## config.mk

```make
export PLATFORM = sky130hd
export DESIGN_NAME = cla_restoring_divider_8
export DESIGN_NICKNAME = d
export VERILOG_FILES = /design/src/rtl/cla_div_pkg.sv /design/src/rtl/cla_adder_8.sv /design/src/rtl/cla_restoring_divider_8.sv
export SDC_FILE = /design/constraint.sdc
export NUM_CORES = 1
export LEC_CHECK = 0
export BUFFER_PORTS_ARGS = -buffer_cell sky130_fd_sc_hd__buf_2
export CORE_ASPECT_RATIO = 2
export CORE_UTILIZATION = 54
export CTS_BUF_LIST = sky130_fd_sc_hd__clkbuf_16
export DETAILED_ROUTE_END_ITERATION = 10
export PLACE_DENSITY = 0.8
export REMOVE_ABC_BUFFERS = 1
export SYNTH_ARGS = -nofsm -noshare
export SYNTH_HDL_FRONTEND = slang
export SYNTH_SLANG_ARGS = --single-unit
```

## constraint.sdc

```tcl
create_clock -name clk -period 2.1 [get_ports clk]
set_clock_uncertainty 0.05 [all_clocks]
set_input_delay 0.315 -clock clk [delete_from_list [all_inputs] [get_ports clk]]
set_output_delay 0.315 -clock clk [all_outputs]
set_load 0.01 [all_outputs]
```

## src/rtl/cla_div_pkg.sv

```systemverilog
// Shared types and constants for the 8-bit restoring divider and its CLA adder.
package cla_div_pkg;

    typedef enum logic [1:0] {
        IDLE = 2'd0,
        CALC = 2'd1,
        DONE = 2'd2
    } state_t;

    localparam int              WIDTH     = 8;
    localparam int              STEPS     = 8;
    localparam int              CNT_W     = 3;
    localparam logic [CNT_W-1:0] LAST_STEP = 3'd7;
    localparam logic [WIDTH-1:0] DIV0_QUOT = 8'hFF;

endpackage

```

## src/rtl/cla_adder_8.sv

```systemverilog
// 8-bit carry-lookahead adder: every carry is a flat sum-of-products of the
// generate/propagate terms and carry_in, so no carry ripples through a sum bit.
module cla_adder_8
    import cla_div_pkg::*;
(
    input  logic [WIDTH-1:0] a,
    input  logic [WIDTH-1:0] b,
    input  logic             carry_in,
    output logic [WIDTH-1:0] sum,
    output logic             carry_out
);

    logic [WIDTH-1:0] g;
    logic [WIDTH-1:0] p;
    logic [WIDTH:0]   c;

    assign g = a & b;
    assign p = a ^ b;

    always_comb begin
        logic term;
        c    = '0;
        term = 1'b0;
        c[0] = carry_in;
        for (int i = 0; i < WIDTH; i++) begin
            // c[i+1] = g[i] | p[i]g[i-1] | ... | p[i]..p[0]carry_in
            for (int j = 0; j <= i + 1; j++) begin
                term = (j == 0) ? carry_in : g[j-1];
                for (int k = j; k <= i; k++) begin
                    term = term & p[k];
                end
                c[i+1] = c[i+1] | term;
            end
        end
    end

    assign sum       = p ^ c[WIDTH-1:0];
    assign carry_out = c[WIDTH];

endmodule

```

## src/rtl/cla_restoring_divider_8.sv

```systemverilog
// Multi-cycle 8-bit unsigned restoring divider: one quotient bit per CALC cycle,
// trial subtraction through the CLA adder, valid/ready handshakes on both sides.
module cla_restoring_divider_8
    import cla_div_pkg::*;
(
    input  logic             clk,
    input  logic             rst,
    input  logic             in_valid,
    output logic             in_ready,
    input  logic [WIDTH-1:0] dividend,
    input  logic [WIDTH-1:0] divisor,
    output logic             out_valid,
    input  logic             out_ready,
    output logic [WIDTH-1:0] quotient,
    output logic [WIDTH-1:0] remainder,
    output logic             div_by_zero
);

    state_t           state_q, state_d;
    logic [WIDTH-1:0] q_q, q_d;
    logic [WIDTH-1:0] d_q, d_d;
    // Partial remainder is always < divisor between steps, so its 9th bit only
    // exists transiently in the shifted value below.
    logic [WIDTH-1:0] r_q, r_d;
    logic [CNT_W-1:0] cnt_q, cnt_d;
    logic             dbz_q, dbz_d;

    logic [WIDTH:0]   r_shift;
    logic [WIDTH-1:0] trial;
    logic             trial_cout;
    logic             sub_ok;

    assign r_shift = {r_q, q_q[WIDTH-1]};

    cla_adder_8 u_sub (
        .a         (r_shift[WIDTH-1:0]),
        .b         (~d_q),
        .carry_in  (1'b1),
        .sum       (trial),
        .carry_out (trial_cout)
    );

    assign sub_ok = r_shift[WIDTH] | trial_cout;

    always_ff @(posedge clk) begin
        if (rst) begin
            state_q <= IDLE;
            q_q     <= '0;
            d_q     <= '0;
            r_q     <= '0;
            cnt_q   <= '0;
            dbz_q   <= 1'b0;
        end else begin
            state_q <= state_d;
            q_q     <= q_d;
            d_q     <= d_d;
            r_q     <= r_d;
            cnt_q   <= cnt_d;
            dbz_q   <= dbz_d;
        end
    end

    always_comb begin
        state_d   = state_q;
        q_d       = q_q;
        d_d       = d_q;
        r_d       = r_q;
        cnt_d     = cnt_q;
        dbz_d     = dbz_q;
        in_ready  = 1'b0;
        out_valid = 1'b0;
        unique case (state_q)
            IDLE: begin
                in_ready = 1'b1;
                if (in_valid) begin
                    d_d   = divisor;
                    cnt_d = '0;
                    if (divisor == '0) begin
                        q_d     = DIV0_QUOT;
                        r_d     = dividend;
                        dbz_d   = 1'b1;
                        state_d = DONE;
                    end else begin
                        q_d     = dividend;
                        r_d     = '0;
                        dbz_d   = 1'b0;
                        state_d = CALC;
                    end
                end
            end
            CALC: begin
                r_d   = sub_ok ? trial : r_shift[WIDTH-1:0];
                q_d   = {q_q[WIDTH-2:0], sub_ok};
                cnt_d = cnt_q + 3'd1;
                if (cnt_q == LAST_STEP) begin
                    state_d = DONE;
                end
            end
            DONE: begin
                out_valid = 1'b1;
                if (out_ready) begin
                    state_d = IDLE;
                end
            end
            default: state_d = IDLE;
        endcase
    end

    assign quotient    = q_q;
    assign remainder   = r_q;
    assign div_by_zero = dbz_q;

endmodule
```

==> out/metrics.cfg <==
[outcome]
status=completed

[synth]
synth.most_common_cell=dfxtp_1
synth_area_um2=1780
syn_inst=222
avgSynthCellArea_um2=8.00
synth_common_cells=30 x dfxtp_1, 25 x nand2_1, 24 x nor2_1, 16 x o21ai_0, 13 x a21oi_1
synth-simple-area-share_pct=23.5
ys.flop_type=dfxtp_1
synth_enable_flop_cells=0
synth.largest_area_cell=dfxtp_1
ys_seq_area_share_pct=33.8
yosysTopAreaCellShare_pct=33.8
synth_top_family_by_area=compound AO/OA/AOI/OAI gates
yosysUniqueCellTypes=45
synth.area.top_cells=dfxtp_1 34%, ha_1 7.7%, nand2_1 5.3%
synth_fa_ha_area_share_pct=7.75
synth-compound-area-share_pct=26.3
yosys_register_bits=30
async_flop_share_pct=0
synth.area.mux_share_pct=1.13
synth_xor_area_share_pct=1.48
ys_warn_count=0

[floorplan]
die_area_um2=3540
fp.dieW_um=42.6
core_area_um2=3160
ios=39
dieHeight_um=83.1
row_count=29
start_util_pct=56.3

[cts]
cts_buffer_depth=2
clkTransAtPathRegs_ns=0.06
numCtsBuffers=5
cts.sinks=30
cts_tree=yes
clock_latency_ns=0.28
cts_root_buf=clkbuf_16
h-tree-depth=2
post_cts_buffers=0

[timing]
tightest_slew_ns=0.548
min_period_over_period_pct=96.9
finalWorstSetupSlack_ns=0.0656
setup_violations=0
setup_tns_ns=0
min_period_ns=2.03
report.final.slew_viol_count=0
max_freq_ghz=0.492
slew_headroom_pct=63.3
finalHoldViolCount=0

[detailed_routing]
viasPerCell=6.03
routed_wl_mm=4.63
ant_nets=0
drcViolationCount=0
wire_per_inst_um=15.4
dr.pass1.iters=4
drtIter0Drc=33
via_count=1809

[worst_setup_path]
r2r_end=remainder[1]
worstPathArrival_ns=2.16
end_kind=register
cp-start-kind=register
crit_type=reg2reg
worst-r2r-setup-slack_ns=0.07
r2r-start=quotient[7]
cp.required_ns=2.23
critical_path_peak_fanout=6
r2r_cells=8

[cells_and_area]
post-route-util_pct=72.7
layout-drive-gt1-share_pct=29.0
num_antenna_cells=0
syn_to_final_growth_pct=29.1
nets=299

[hold_path]
hp-class=in2reg
hold_path_end=d_q[0]
worstHoldStart=divisor[0]
hold_depth=3

[pwr]
ir_worst_vdd_v=0.000884
leakage_nw=0.985
design_power_total_mw=2.21
power_density_nw_per_um2=962

[place]
pre_cts_ws_ns=0.0145
io_buffer_count=38
place_congestion=0.902
dp_hpwl_mm=3.52

[flow_run]
drv_cap=0

[grt]
grt_use_total_pct=27.5
grt_antenna_before_repair=0
grt_pass1_wl_mm=7.49
grt_overflow_total=0
grt_max_degree=26
grt_pass1_vias=1699

[registers in the layout (all words and copies together), names as in the netlist]
signal and flops:
quotient 8, d_q 8, div_by_zero 1, cnt_q 3
state_q 2, remainder 8
[power breakdown]
group	total, mW	switching [mW]	internal, mW
registers	0.672	0.0468	0.625
clock network	0.808	0.254	0.554
logic	0.726	0.390	0.336
[layout make-up]
class	instances	area (µm²)
Multi-Input combinational cell	166	1140
Sequential cell	30	602
Fill cell	263	863
Timing Repair Buffer	53	307
Tap cell	31	38.8
Inverter	12	45.0
Clock inverter	3	40.0
Clock buffer	5	125
[cells by family (layout without fill, tap and decap cells)]
logic type               Yosys count  in the layout
AO/OA/AOI/OAI                     65             65
XOR/XNOR                           3              3
buffers and inverters             26             73
adder cells (fa/ha/maj)           11             11
AND/OR/NAND/NOR                   85             85
flip-flops                        30             30
multiplexers                       2              2
[worst max-delay path, cell delays in order (launching register included)]
cell,delay [ns]
dfxtp_2,0.32
buf_4,0.14
ha_2,0.18
o211ai_1,0.29
a21oi_2,0.15
o32ai_4,0.39
buf_6,0.18
nand4_1,0.13
o311ai_2,0.10
[routing by layer]
layer	up-vias	share of wire, %	global-route usage, %
met1	841	37	28.8
met5	-	0	0
met3	17	2.8	5.43
met2	47	56	49.2
li1	904	-	-
met4	0	4.3	14.2
[per-stage QoR]
stage	hold WS [ns]	std cells	instance area [µm²]
3_5_place_dp	0.417	292	2060
5_1_grt	0.255	300	2290
4_1_cts	0.240	300	2220
6_report	0.244	300	2290
2_1_floorplan	0.334	208	1710
3_3_place_gp	0.411	292	2060
[placed cells by master, fill, tap and decap left out, types with 4 or more instances in the layout]
master     Yosys  final
a22oi_1        4      4
buf_2          2     38
nand4_1        6      6
o21ai_0       16     15
a311oi_1       8      8
nor2_1        24     24
nor2b_1        5      5
o211ai_1       7      7
dfxtp_1       30     29
nand2_1       25     25
nor3_1         5      5
ha_1          11      7
clkbuf_16      0      5
inv_1         12     11
a21oi_1       13     13
buf_4          0     14
[how the worst max path moves through the flow]
stage / endpoint / slack [ns] / startpoint
floorplan: remainder[5] / -0.12 / state_q[0]
global placement: remainder[1] / 0.04 / quotient[7]
detailed placement: remainder[5] / 0.01 / d_q[1]
CTS: remainder[1] / 0.01 / quotient[7]
global route: remainder[1] / -0.02 / d_q[7]
finish: remainder[1] / 0.07 / quotient[7]
[repair_timing]
action,in CTS,in global routing
setup endpoints to repair,4,7
hold buffers,0,0
gates resized for setup,1,11
pin swaps,2,3
(Power assumes the default switching activity.)
